File: src/rtl/arbiter_final_pkg.sv
// Shared transmission-layer definitions for the VC-to-destination arbiter.
// Holds the default widths and the bundle carried between pipeline stages.
package arbiter_final_pkg;

    localparam int DATA_WIDTH  = 6;
    localparam int DEST_BIT    = 4;
    localparam int COUNT_WIDTH = 8;

    typedef enum logic {
        VC0 = 1'b0,
        VC1 = 1'b1
    } vc_sel_e;

    typedef struct packed {
        logic    valid;
        vc_sel_e vc;
    } stage1_t;

endpackage

File: src/rtl/arbiter_final_counter.sv
// Wrapping per-destination push counter.
// Counts one per cycle that inc is high, modulo 2^count_width.
module packet_counter
    import arbiter_final_pkg::*;
#(
    parameter int count_width = COUNT_WIDTH
) (
    input  logic                   clk,
    input  logic                   reset,
    input  logic                   inc,
    output logic [count_width-1:0] count
);

    always_ff @(posedge clk or negedge reset) begin
        if (!reset) begin
            count <= '0;
        end else if (inc) begin
            count <= count + count_width'(1);
        end
    end

endmodule

File: src/rtl/arbiter_final.sv
// Two-VC to two-destination arbiter with strict VC0 priority.
// Pop -> capture -> push pipeline, two cycles from pop to push.
module arbiter_final
    import arbiter_final_pkg::*;
#(
    parameter int data_width  = DATA_WIDTH,
    parameter int dest_bit    = DEST_BIT,
    parameter int count_width = COUNT_WIDTH
) (
    input  logic                   clk,
    input  logic                   reset,
    input  logic                   empty_VC0,
    input  logic                   empty_VC1,
    input  logic [data_width-1:0]  data_in_VC0,
    input  logic [data_width-1:0]  data_in_VC1,
    input  logic                   almost_full_D0,
    input  logic                   almost_full_D1,
    output logic                   pop_VC0,
    output logic                   pop_VC1,
    output logic                   push_D0,
    output logic                   push_D1,
    output logic [data_width-1:0]  data_out_D0,
    output logic [data_width-1:0]  data_out_D1,
    output logic [count_width-1:0] count_D0,
    output logic [count_width-1:0] count_D1,
    output logic                   idle
);

    logic                  pause;
    logic                  to_d1;
    logic [data_width-1:0] word;
    stage1_t               s1_d;
    stage1_t               s1_q;

    assign pause   = almost_full_D0 | almost_full_D1;
    assign pop_VC0 = reset & ~empty_VC0 & ~pause;
    assign pop_VC1 = reset & empty_VC0 & ~empty_VC1 & ~pause;

    always_comb begin
        s1_d.valid = pop_VC0 | pop_VC1;
        s1_d.vc    = pop_VC1 ? VC1 : VC0;
    end

    // FIFO read data is valid the cycle after the pop
    assign word  = (s1_q.vc == VC1) ? data_in_VC1 : data_in_VC0;
    assign to_d1 = word[dest_bit];

    always_ff @(posedge clk or negedge reset) begin
        if (!reset) begin
            s1_q        <= '{valid: 1'b0, vc: VC0};
            push_D0     <= 1'b0;
            push_D1     <= 1'b0;
            data_out_D0 <= '0;
            data_out_D1 <= '0;
            idle        <= 1'b1;
        end else begin
            s1_q    <= s1_d;
            push_D0 <= s1_q.valid & ~to_d1;
            push_D1 <= s1_q.valid & to_d1;
            if (s1_q.valid && !to_d1) begin
                data_out_D0 <= word;
            end
            if (s1_q.valid && to_d1) begin
                data_out_D1 <= word;
            end
            // idle reflects the valids that will hold after this edge
            idle <= empty_VC0 & empty_VC1 & ~s1_d.valid & ~s1_q.valid;
        end
    end

    packet_counter #(
        .count_width(count_width)
    ) u_count_d0 (
        .clk  (clk),
        .reset(reset),
        .inc  (push_D0),
        .count(count_D0)
    );

    packet_counter #(
        .count_width(count_width)
    ) u_count_d1 (
        .clk  (clk),
        .reset(reset),
        .inc  (push_D1),
        .count(count_D1)
    );

endmodule

File: config.mk
export PLATFORM = sky130hd
export DESIGN_NAME = arbiter_final
export DESIGN_NICKNAME = d
export VERILOG_FILES = /design/src/rtl/arbiter_final_pkg.sv /design/src/rtl/arbiter_final_counter.sv /design/src/rtl/arbiter_final.sv
export SDC_FILE = /design/constraint.sdc
export NUM_CORES = 1
export LEC_CHECK = 0
export CORE_MARGIN = 1.5
export CORE_UTILIZATION = 45
export CTS_BUF_LIST = sky130_fd_sc_hd__clkbuf_2
export DETAILED_ROUTE_END_ITERATION = 8
export PLACE_DENSITY = 0.81
export SLEW_MARGIN = 10
export SYNTH_ARGS = -nofsm -noshare
export SYNTH_HDL_FRONTEND = slang
export SYNTH_SLANG_ARGS = --single-unit
File: constraint.sdc
create_clock -name clk -period 1.7 [get_ports clk]
set_input_delay 0.17 -clock clk [delete_from_list [all_inputs] [get_ports clk]]
set_output_delay 0.17 -clock clk [all_outputs]
set_load 0.005 [all_outputs]
# Word-level counts from Yosys, hierarchy flattened

Index checks and enable logic that the tools add are counted.

Memories: 0
ROM bits: 0
Flip-flop bits (word level): 33
Input port bits: 18
Output and inout port bits: 33
Latch bits: 0
Word-level logic and storage cells: 34
RAM bits: 0

Add/sub/neg operators: 2
Reduce and logical (&&, ||, !) cells: 3
Mux-type cells: 2
Magnitude comparators: 0
Divide/modulo/power cells: 0
Shift-type cells: 0
Bitwise operators: 18
Equal/unequal tests: 0
Multiply operators: 0

Operators with widths:

| operator            | count |
|---|---|
| $add 8x1->8 const B | 2 |
| $and 1x1->1         | 10 |
| $mux 6              | 1 |
| $not 1->1           | 6 |
| $logic_and 1x1->1   | 2 |
| $or 1x1->1          | 2 |
| $logic_not 1->1     | 1 |
| $mux 1              | 1 |

# Logic depth before layout (Yosys ltp)

Depth in word-level cells: 7
Depth in mapped cells: 5

# Hierarchy

A second synthesis with hierarchy kept.

Cells, all modules: 100
Area total of the unflattened synthesis: 1,383.8 um2

Modules (own cells, without submodules):

| module         | cells an instance | seq. area each (um2) | times used | area each (um2) |
|---|---|---|---|---|
| arbiter_final  | 48                | 426.7                | 1          | 708.2 |
| packet_counter | 26                | 200.2                | 2          | 337.8 |

# Worst setup path before layout

OpenSTA, ideal clock, no wires.

Path type: register to register
Start point: register s1_q[0] (netlist name)
End point: register data_out_D1[0]
Arrival: 1.176 ns
Stages on the path, launching flop included: 6
Library setup time: 0.125 ns
Required time: 1.575 ns
Period minus slack after synthesis: 1.301 ns
Path buffers: 2
Path slack: 0.399 ns
Cell sequence: dfrtp_1 > buf_6 > mux2i_1 > nand2b_1 > buf_6 > mux2_4

Word-level cells in the longest chain between the ends: 2

Ends and longest elaborated chain:

| item                   | RTL line            | source |
|---|---|---|
| from (decl)            | arbiter_final.sv:33 | `stage1_t s1_q;` |
| from (signal assigned) | arbiter_final.sv:50 | `s1_q <= '{valid: 1'b0, vc: VC0};` |
| $mux 6 (*)             | arbiter_final.sv:45 | `assign word = (s1_q.vc == VC1) ? data_in_VC1 : data_in_VC0;` |
| $logic_and 1x1->1      | arbiter_final.sv:63 | `if (s1_q.valid && to_d1) begin` |
| to (signal assigned)   | arbiter_final.sv:64 | `data_out_D1 <= word;` |
| to (decl)              | arbiter_final.sv:23 | `output logic [data_width-1:0] data_out_D1,` |

Mark *: on every way between the ends. The rest lies on a longest branch, timed or not.
A chain may end at the register's enable or synchronous reset.

# Worst setup path in the final report

Start point: register push_D0
End point: output port push_D0

RTL lines:

| item                   | RTL line            | source |
|---|---|---|
| from (decl)            | arbiter_final.sv:20 | `output logic push_D0,` |
| from (signal assigned) | arbiter_final.sv:58 | `push_D0 <= s1_q.valid & ~to_d1;` |

No word-level cell between the ends.

==> qor.log <==
[placed_design] hpwl dp 1.992 mm
[critical_path] Crit. End Element primary output
[die] Starting Density 48.44%
[detailed_routing] final wirelength 2.623 mm
[detailed_routing] antenna-violating nets left 0
[detailed_routing] number of vias per cell after detailed routing 4.917
[min_path] Worst Hold Class in -> async
[detailed_routing] total iterations of the first detailed-routing run 6
[critical_path] ordered list of cells on the worst path clkdlybuf4s50_1
[clocking] deepest clock path buffer count 2
[critical_path] setup slack of the most critical reg-to-reg path 350 ps
[critical_path] cell family with the largest share of critical-path delay buffers and inverters
[timing] summed negative setup slack over all endpoints 0 ps
[yosys] multiplexer share of the synthesized area 16.21%
[yosys] number of instances in the synthesized netlist 100
[grt] pin count of the biggest net entering global routing 34
[yosys] number of distinct standard cells referenced by the synthesized netlist 18
[timing] unrepaired setup endpoints after global routing false
[timing] final setup skew 13.93 ps
[grt] number of antenna violations at the first check in global routing 0
[power] power share of the combinational group 26.5%
[yosys] ys async rst share 100.0%
[yosys] xor/xnor share of the synthesized area 9.024%
[grt] number of global-route vias before repair 958
[timing] max-slew headroom at the worst pin 72.90%
[clocking] clock slew at reported path FFs 160 ps
[clocking] number of levels the H-tree was split into 2
[timing] number of failing hold endpoints at the final stage 0
[yosys] post-synthesis share of cell area spent on full adders, half adders and majority gates 1.842%
[die] chip width 57.95 µm
[yosys] area share of the largest cell type after synthesis 58.93%
[grt] total grt overflow 0
[power] Sw Share 25.40%
[clocking] clock network latency to the later pin of the worst-skew pair 350 ps
[detailed_routing] drt first-iter violations 31
[timing] slack of the critical path 159.0 ps
[die] Core Area 2805 µm²
[timing] Worst-Margin Slew 406.4 ps
[yosys] Synth warnings 0
[power] Leak Pwr 0.9574 nW
[finish] synth-to-layout area growth 46.68%
[timing] minimum hold slack 40.29 ps
[placed_design] minimum setup slack after placement -56.41 ps
[yosys] Compound-Gate Fraction of Synth Area 0.3683%
[power] net switching power of the design 0.5361 mW
[detailed_routing] DRC violation count after routing 0
[yosys] average cell area after synthesis 13.59 µm²
[clocking] cell at the root of the clock tree clkbuf_2
[die] Boundary Pins 51
[critical_path] startpoint class of the critical path flop
[detailed_routing] total vias in the final route 949
[critical_path] worst-path maximum fanout 6
[critical_path] required arrival time at the worst endpoint 1530 ps
[die] floorplan die height 57.95 µm
[clocking] TritonCTS clock tree yes
[outcome] outcome complete, no violations
[yosys] most frequent cells after synthesis dfrtp_1, mux2_2, nand2_1
[placed_design] # port buffers 50
[critical_path] r2r endpoint data_out_D1[5]
[finish] antenna diode instance count 0
[critical_path] slowest cell delay on critical path 550 ps
[finish] share of final-layout standard cells stronger than drive strength 1 19.75%
[power] IR Drop Worst-Case VDD 0.0007033 V
[power] total chip power 2.111 mW
[critical_path] number of buffer and inverter instances along the worst setup path 1
[yosys] net count after synthesis 120
[clocking] clock net sink count 33
[detailed_routing] mean routed wirelength per cell 13.59 µm
[yosys] library cell with the highest instance count after synthesis dfrtp_1
[finish] Final Net Count 181
[critical_path] worst setup path category reg -> out
[placed_design] Routability Congestion 0.7696
[yosys] largest cells by area after synthesis dfrtp_1, mux2_2, mux2_4
[critical_path] cell with the biggest individual delay on the critical path clkdlybuf4s50_1
[yosys] register area share after synthesis 60.87%
[timing] highest clock rate 649.0 MHz
[yosys] Seq cells post-synth 33
[timing] number of setup violations in the final report 0
[yosys] largest family of logic cells by synthesized area multiplexers
[timing] portion of the clock cycle consumed by the worst path in the final layout 90.64%
[yosys] number of synthesized flops with an enable pin 0
[job] number of max-cap violations 0
[timing] minimum clock period after layout 1541 ps
[yosys] Main synth FF type dfrtp_1
[grt] wire length of the first global-routing pass 4.271 mm
[power] power per cell area 1059 nW/µm²
[clocking] CTS Hold Buffers Added 0
[power] Clk network pwr share 23.7%
[power] Internal Power 1.575 mW
[clocking] number of buffers added by the clock tree synthesis step 5
[yosys] Post-Synthesis Cell Area 1359 µm²
[timing] number of max-slew violations in the final report 0
[grt] combined global-route utilization of all metal layers 17.31%
[critical_path] critical register-to-register path startpoint s1_q[0]
[critical_path] number of cells traversed by the worst register-to-register path 4
[die] total number of placement rows 19
[die] Die ar. 3358 µm²
[finish] fillcell total 221
[finish] Layout Utilization 71.05%
[yosys] Synth Area in Simple Gates 9.484%
[power] share of total power in sequential cells 49.8%
[yosys] library cell with the largest summed area after synthesis dfrtp_1
[critical_path] Arr. time, crit path 1370 ps
worst reg2reg max path, stage by stage (launching register included):
cell and delay [ps]:
dfrtp_1 440, mux2i_1 230, nand2b_1 140, buf_4 140
mux2_4 300
power groups by stage:
| stage | Combinational, mW | Sequential (mW) | Clock [mW] |
|---|---|---|---|
| after floorplan | 0.178 | 1.06 | 0 |
| after global placement | 0.545 | 1.06 | 0 |
| after detailed placement | 0.571 | 1.07 | 0 |
| final | 0.560 | 1.05 | 0.499 |
| after global routing | 0.611 | 1.07 | 0.558 |
| after CTS | 0.574 | 1.05 | 0.518 |
registers in the layout (all words and copies together) (netlist names):
register          count
u_count_d0.count      8
u_count_d1.count      8
data_out_D0           6
data_out_D1           6
s1_q                  2
idle                  1
push_D0               1
push_D1               1
worst max path at each step:
stage | end | from | cells past startpoint
6_report | push_D0 | push_D0 | 1
5_1_grt | count_D1[3] | u_count_d1.count[3] | 1
4_1_cts | pop_VC0 | almost_full_D1 | 6
3_5_place_dp | pop_VC1 | reset | 4
3_3_place_gp | pop_VC1 | reset | 4
2_1_floorplan | data_out_D1[0] | s1_q[0] | 5
placed cells by master (no fill, tap or decap), drive strengths merged, types with 2 or more instances in the layout:
master | Yosys | routed
buf | 2 | 6
clkbuf | 0 | 6
clkdlybuf4s50 | 0 | 47
dfrtp | 32 | 32
dlymetal6s2s | 0 | 2
ha | 2 | 2
inv | 2 | 2
mux2 | 17 | 17
nand2 | 11 | 11
nand2b | 2 | 2
nand4 | 4 | 4
nor2 | 7 | 7
nor3 | 2 | 2
xnor2 | 6 | 6
xor2 | 8 | 8
timing repair:
action | 4_1_cts | 5_1_grt
hold endpoints to repair | 0 | 0
setup buffers | 0 | 0
endpoints found under the setup margin | 1 | 2
gates resized for setup | 2 | 2
layer usage:
| layer | up-vias | track usage, % | routed length, µm |
|---|---|---|---|
| met5 | - | 0 | 0 |
| met4 | 0 | 5.980 | 15 |
| met3 | 2 | 8.036 | 193 |
| met2 | 39 | 27.92 | 1273 |
| met1 | 454 | 20.44 | 1141 |
| li1 | 454 | - | - |
through the flow:
stage | std cells | cell area (µm²)
detailed placement | 185 | 1921
floorplan | 100 | 1359
CTS | 193 | 1988
finish | 193 | 1993
global route | 193 | 1993
global placement | 185 | 1921
final cells by class:
cell class	count	area (µm²)	area share, %
flip-flops and latches	33	827.0	41.49
repair buffers	56	549.3	27.56
multi-input cells	63	506.7	25.42
well taps	31	38.79	1.946
clock inverters	2	33.78	1.695
clock buffers	6	30.03	1.507
inverters	2	7.507	0.3766
cells by family (layout without fill, tap and decap cells):
kind of cell             count (synthesis)  in the layout
adder cells (fa/ha/maj)                  2              2
buffers and inverters                    4             66
flip-flops                              33             33
AND/OR/NAND/NOR                         28             28
XOR/XNOR                                14             14
AO/OA/AOI/OAI                            1              1
multiplexers                            18             18
Power figures use the tool's default switching activity.
